### src/rtl/fifo_wr_arbiter.sv
// fifo_wr_arbiter
// Round-robin arbiter sharing an asynchronous FIFO's write port among 2**id_width requesters
// in the write clock domain. A grantee may write up to burst_len words per grant. Writes are
// held off while the FIFO reports full. A saturating counter records the cycles lost to a
// full FIFO.
//
// Ports:
//   clk        write-domain clock (same net as FIFO wclk)
//   rstn       asynchronous active-low reset (same net as FIFO wrst_n)
//   req_valid  per-requester valid
//   req_data   per-requester data, requester i at [i*datawidth +: datawidth]
//   req_ready  per-requester accept, only the grantee's bit can be high
//   wfull      FIFO full flag
//   wdata      FIFO write data, zero outside a grant
//   winc       FIFO write strobe
//   grant_id   current or most recent grantee
//   busy       grant held
//   stall_cnt  saturating count of cycles stalled on wfull
module fifo_wr_arbiter #(
   parameter int unsigned datawidth   = 8,
   parameter int unsigned id_width    = 2,
   parameter int unsigned burst_len   = 4,
   parameter int unsigned stall_width = 16
) (
   input  logic                                  clk,
   input  logic                                  rstn,
   input  logic [(1<<id_width)-1:0]              req_valid,
   input  logic [(1<<id_width)*datawidth-1:0]    req_data,
   output logic [(1<<id_width)-1:0]              req_ready,
   input  logic                                  wfull,
   output logic [datawidth-1:0]                  wdata,
   output logic                                  winc,
   output logic [id_width-1:0]                   grant_id,
   output logic                                  busy,
   output logic [stall_width-1:0]                stall_cnt
);

   localparam int unsigned num_req = 1 << id_width;
   localparam int unsigned burst_w = $clog2(burst_len + 1);
   localparam logic [burst_w-1:0] burst_last = burst_w'(burst_len - 1);

   typedef enum logic [0:0] {StIdle, StGrant} state_e;

   state_e                 state_q;
   logic [id_width-1:0]    grant_id_q;
   logic [burst_w-1:0]     burst_cnt_q;
   logic [stall_width-1:0] stall_cnt_q;

   logic                   sel_valid;
   logic [id_width-1:0]    sel_id;
   logic [id_width-1:0]    cand;
   logic                   g_valid;

   assign g_valid = req_valid[grant_id_q];

   // Search starts one past the last grantee; the final candidate wraps back to the last
   // grantee itself, so a lone requester is re-granted.
   always_comb begin
      sel_valid = 1'b0;
      sel_id    = grant_id_q;
      cand      = '0;
      for (int unsigned k = 1; k <= num_req; k++) begin
         cand = grant_id_q + id_width'(k);
         if (!sel_valid && req_valid[cand]) begin
            sel_valid = 1'b1;
            sel_id    = cand;
         end
      end
   end

   // Write-side outputs are combinational so wfull can gate winc within the same cycle.
   always_comb begin
      req_ready = '0;
      winc      = 1'b0;
      wdata     = '0;
      if (state_q == StGrant) begin
         req_ready[grant_id_q] = ~wfull;
         winc                  = g_valid & ~wfull;
         wdata                 = req_data[grant_id_q*datawidth +: datawidth];
      end
   end

   always_ff @(posedge clk or negedge rstn) begin
      if (!rstn) begin
         state_q     <= StIdle;
         grant_id_q  <= '1;
         burst_cnt_q <= '0;
         stall_cnt_q <= '0;
      end else begin
         unique case (state_q)
            StIdle: begin
               if (sel_valid) begin
                  state_q     <= StGrant;
                  grant_id_q  <= sel_id;
                  burst_cnt_q <= '0;
               end
            end
            StGrant: begin
               if (!g_valid) begin
                  // Requester released: no transfer this cycle.
                  state_q <= StIdle;
               end else if (wfull) begin
                  if (stall_cnt_q != '1) begin
                     stall_cnt_q <= stall_cnt_q + stall_width'(1);
                  end
               end else begin
                  burst_cnt_q <= burst_cnt_q + burst_w'(1);
                  if (burst_cnt_q == burst_last) begin
                     state_q <= StIdle;
                  end
               end
            end
            default: state_q <= StIdle;
         endcase
      end
   end

   assign grant_id  = grant_id_q;
   assign busy      = (state_q == StGrant);
   assign stall_cnt = stall_cnt_q;

endmodule

### config.mk
export PLATFORM = sky130hd
export DESIGN_NAME = fifo_wr_arbiter
export DESIGN_NICKNAME = d
export VERILOG_FILES = /design/src/rtl/fifo_wr_arbiter.sv
export SDC_FILE = /design/constraint.sdc
export NUM_CORES = 1
export LEC_CHECK = 0
export BUFFER_PORTS_ARGS = -buffer_cell sky130_fd_sc_hd__buf_2
export CAP_MARGIN = 20
export CELL_PAD_IN_SITES_DETAIL_PLACEMENT = 0
export CELL_PAD_IN_SITES_GLOBAL_PLACEMENT = 2
export CORE_AREA = 2 2 81 83
export CTS_CLUSTER_SIZE = 30
export DETAILED_ROUTE_END_ITERATION = 16
export DIE_AREA = 0 0 83 85
export PLACE_DENSITY = 0.88
export REMOVE_ABC_BUFFERS = 1
export SYNTH_ARGS = -nofsm -noshare
export SYNTH_HDL_FRONTEND = slang
export SYNTH_SLANG_ARGS = --single-unit
### constraint.sdc
create_clock -name clk -period 3.4 [get_ports clk]
set_input_delay 0.17 -clock clk [delete_from_list [all_inputs] [get_ports clk]]
set_output_delay 0.17 -clock clk [all_outputs]
set_load 0.005 [all_outputs]
# --- Yosys cells after proc, flatten, opt, wreduce, memory -nomap -nowiden ---
# Cells that the tools add are included.
op_classes:
  addsub: 5
  multipliers: 0
  div_mod_pow: 0
  magnitude_cmp: 5
  n_eq_ne: 5
  shift: 1
  n_mux: 29
  bitwise_logic: 5
  n_reduce_logical: 11
ops:
  columns: ["operator", "n"]
  rows:
  - ["32-bit by 6-bit indexed part select with 8-bit output", 1]
  - ["16-bit by 1-bit adder with 16-bit output (second input constant)", 1]
  - ["16-bit != test (second input constant)", 1]
  - ["1-bit two-way mux", 14]
  - ["2-bit by 3-bit less-than comparator with 1-bit output (second input constant)", 4]
  - ["3-bit two-way mux", 3]
  - ["1-bit binary-select mux with 2-bit select", 4]
  - ["8-bit two-way mux", 1]
  - ["4-bit AND reduction", 2]
  - ["2-bit two-way mux", 3]
  - ["3-bit case mux with 2 select lines", 1]
  - ["2-bit adder (second input constant)", 2]
  - ["4-bit bitwise AND", 1]
  - ["1-bit logical AND", 4]
  - ["4-bit two-way mux", 1]
  - ["2-bit != test (second input constant)", 2]
  - ["3-bit by 1-bit adder with 3-bit output (second input constant)", 1]
  - ["3-bit by 2-bit equality test with 1-bit output (second input constant)", 1]
  - ["1-bit zero test", 3]
  - ["1-bit NOT", 3]
  - ["3-bit AND reduction", 1]
  - ["3-bit nonzero test", 1]
  - ["2-bit by 1-bit adder with 2-bit output (second input constant)", 1]
  - ["1-bit demux with 2-bit select", 1]
  - ["4 further kinds", 4]
totals:
  reg_bits: 22
  latchBits: 0
  ram_bits: 0
  romBits: 0
  input_bits: 39
  mem_count: 0

# --- Logic depth before layout (Yosys ltp) ---
depth:
  ltp_word: 15
  ltp_mapped: 7
  ltp_nobuf: 6

# --- Worst setup path after synthesis ---
# Ideal clock, no wire load.
synth_timing:
  path_type: "register to register"
  from: "register grant_id_q[1], in the netlist grant_id[1]"
  to: "register grant_id_q[0], in the netlist grant_id[0]"
  setup_time_ns: 0.075
  t_arrival_ns: 2.201
  required_ns: 3.325
  slack_ns: 1.123
  path_stages_with_launch: 8
  synth_period_minus_slack_ns: 2.277
  path_cell_list: "dfstp_2 -> clkbuf_1 -> inv_1 -> ha_1 -> mux4_2 -> inv_1 -> a2111oi_1 -> xnor2_1"
synth_between:
  elab_chain_cells: 14
synth_rtl:
  columns: ["element", "line_no", "text"]
  rows:
  - ["start: declaration", "45", "logic [id_width-1:0] grant_id_q;"]
  - ["start signal: assignment", "94", "grant_id_q <= sel_id;"]
  - ["2-bit by 1-bit adder with 2-bit output", "63", "cand = grant_id_q + id_width'(k);"]
  - ["1-bit binary-select mux with 2-bit select", "64", "if (!sel_valid && req_valid[cand]) begin"]
  - ["1-bit two-way mux (not written as such)", "64", null]
  - ["1-bit two-way mux", "64", null]
  - ["1-bit zero test", "64", null]
  - ["1-bit logical AND", "64", null]
  - ["1-bit two-way mux", "64", null]
  - ["1-bit zero test", "64", null]
  - ["1-bit logical AND", "64", null]
  - ["1-bit two-way mux", "64", null]
  - ["1-bit zero test", "64", null]
  - ["1-bit logical AND", "64", null]
  - ["1-bit two-way mux / 1-bit NOT (equally long branches)", null, null]
  - ["4-bit AND reduction (no source line)", null, null]
# Several ways; a longest one is shown, not always the timed one. The select of a mux whose other input is x is not followed.
# A chain may end at the register's enable or synchronous reset.

# --- Final worst setup path ---
layout_timing:
  from: "register grant_id_q[0], in the netlist grant_id[0]"
  to: "register grant_id_q[0], in the netlist grant_id[0]"
# Same word-level chain as after synthesis.

==> impl_metrics.json <==
{
  "start_util_pct": 27.9,
  "dr.pass1.iters": 4,
  "path_max_fanout": 19,
  "power_density_nw_per_um2": 608,
  "h-tree-depth": 1,
  "hold_path_end": "busy$_DFF_PN0_",
  "setup_tns_ns": 0,
  "core.rowCount": 29,
  "cp.required_ns": 3.60,
  "hpwlAfterDp_um": 2880,
  "grt_usage_pct": 10.7,
  "hold_start": "wfull",
  "skew_ns": 0.00443,
  "whs_ns": 0.302,
  "chipWidth_um": 83,
  "cts_tree": "done",
  "reg2reg_depth": 6,
  "status": "finished, final reports clean",
  "diodes": 0,
  "numCtsBuffers": 3,
  "grt_pass1_vias": 1373,
  "syn_avg_cell_area_um2": 11.6,
  "slew_headroom_pct": 37.0,
  "synthesis.area_um2": 1730,
  "design_area_um2": 2200,
  "die_h_um": 85,
  "arrival_ns": 2.56,
  "synth_cells": 149,
  "yosysWarnings": 0,
  "critPathCaptureType": "register",
  "ys_seq_area_share_pct": 32.0,
  "multi_input_area_um2": 1110,
  "nets": 264,
  "cts_buffer_depth": 2,
  "grt_pass1_wl_um": 6350,
  "reg2reg_to": "grant_id[0]$_DFFE_PN1P_",
  "worstReg2RegStart": "grant_id[0]$_DFFE_PN1P_",
  "netlist.area_leader.share_pct": 28.9,
  "vias": 1433,
  "synthTopCellsByArea": "dfrtp_1 29%, mux4_2 14%, xor2_1 6.1%, ha_1 5.1%, and2_1 4.7%",
  "first_iter_violations": 58,
  "r2r_slack_ns": 1.04,
  "period_share_pct": 69.5,
  "placed_area_um2": 2130,
  "clock_latency_ns": 0.26,
  "layout_commonest_cell": "buf_2",
  "coreArea_um2": 6200,
  "gp_congestion": 0.784,
  "crit_type": "register to register",
  "hold_path_depth": 3,
  "clock.fmax_mhz": 423,
  "drive_gt1_share_pct": 48.8,
  "setup_violations": 0,
  "yosysUniqueCellTypes": 38,
  "io_buffers": 70,
  "synth_edf_count": 0,
  "wire_per_inst_um": 13.0,
  "cap_viol_max_count": 0,
  "die-area_um2": 7060,
  "rsz0062_at_grt": "no",
  "synth_top_area_cell": "dfrtp_1",
  "via_per_inst": 4.87,
  "min_path_type": "primary input to register",
  "hold_viol": 0,
  "antenna_found_initial": 0,
  "area_growth_pct": 27.1,
  "num_io_pins": 71,
  "grt_max_degree": 23,
  "tightest_slew_ns": 0.938,
  "clkTransAtPathRegs_ns": 0.08,
  "fin_crit_ns": 2.36,
  "drc_errors": 0,
  "ys_seq_elements": 22,
  "slew_viol_final": 0,
  "nFillCells": 632,
  "vdd_drop_max_mv": 0.243,
  "layout_common_cells": "70 x buf_2, 20 x dfrtp_1, 13 x and2_1",
  "leakage_nw": 1.06,
  "regArea_um2": 553,
  "routed_wl_um": 3820,
  "ant_nets": 0,
  "synthArstFlopShare_pct": 100,
  "root_buffer": "clkbuf_8",
  "grt_overflow_total": 0,
  "cts_sinks": 22,
  "worst_setup_path_start_kind": "register",
  "synth_flop_cell": "dfrtp_1"
}
-- layer usage --
| metal | vias up | track usage [%] | wire length [um] |
|---|---|---|---|
| li1 | 693 | - | - |
| met1 | 694 | 13.6 | 1710 |
| met2 | 42 | 18.5 | 1860 |
| met3 | 4 | 1.56 | 189 |
| met4 | 0 | 4.02 | 60 |
| met5 | - | 0 | 0 |
-- critical path, stage by stage (launching register included) --
cell	delay, ns
dfstp_2	0.88
inv_1	0.19
ha_1	0.37
mux4_2	0.25
inv_1	0.04
a2111oi_1	0.39
xnor2_1	0.16
-- report_power, final --
group          internal, mW  switching (mW)  leakage (nW)
Clock                 0.103          0.0890        0.0288
Combinational         0.393           0.257         0.754
Sequential            0.330           0.161         0.282
Total                 0.827           0.508          1.06
-- what timing repair did --
action	CTS	global route
hold endpoints to repair	20	0
buffers inserted	0	0
gates resized for setup	0	0
hold buffers	1	0
-- synthesized netlist by cell type (4+ instances only) --
cell        n
a211oi_1    4
a2111oi_2   4
ha_1        7
nand3_1     9
dfrtp_1    20
mux4_2     11
inv_1       7
and3_1      4
xor2_1     12
nand2_1     6
mux2_2      6
and2_1     13
mux2i_1     4
-- flip-flops by register name, indices dropped and copies added (netlist names) --
register,count
busy,1
stall_cnt,16
burst_cnt_q,3
grant_id,2
-- worst max path at each step --
stage / startpoint / slack [ns] / depth (start not counted) / endpoint
after floorplan: grant_id[0]$_DFFE_PN1P_ / 1.19 / 6 / grant_id[0]$_DFFE_PN1P_
after global placement: grant_id[0]$_DFFE_PN1P_ / 1.03 / 6 / grant_id[0]$_DFFE_PN1P_
after detailed placement: grant_id[0]$_DFFE_PN1P_ / 1.0 / 6 / grant_id[0]$_DFFE_PN1P_
after CTS: grant_id[0]$_DFFE_PN1P_ / 0.99 / 6 / grant_id[0]$_DFFE_PN1P_
after global routing: grant_id[0]$_DFFE_PN1P_ / 0.83 / 4 / stall_cnt[14]$_DFFE_PN0P_
final: grant_id[0]$_DFFE_PN1P_ / 1.04 / 6 / grant_id[0]$_DFFE_PN1P_
-- layout make-up --
| type | count | share of cell area (%) |
|---|---|---|
| Clock buffer | 4 | 2.51 |
| Inverter | 7 | 1.20 |
| Multi-Input combinational cell | 113 | 50.3 |
| Sequential cell | 22 | 25.2 |
| Tap cell | 77 | 4.38 |
| Timing Repair Buffer | 71 | 16.4 |
-- through the flow --
step                      power (mW)  worst slack, ns  util, %  cells
after floorplan                0.921             1.19        -    142
after global placement          1.15             1.03     34.4    289
after detailed placement        1.16            0.998     34.4    289
after CTS                       1.36            0.992     35.4    294
after global routing            1.44            0.835     35.4    294
final                           1.33             1.04     35.4    294
-- logic make-up (layout without fill, tap and decap cells) --
logic type	count (synthesis)	after routing	synth area share (%)
and+or+nand+nor	49	49	18.5
DFF	22	22	32.0
AOI/OAI and AO/OA	21	21	12.2
muxes	21	21	20.5
xor gates and xnor gates	15	15	7.60
buffers and inverters	14	82	4.05
adders and majority gates	7	7	5.06
Note: power is estimated with default switching activity, not from simulation.
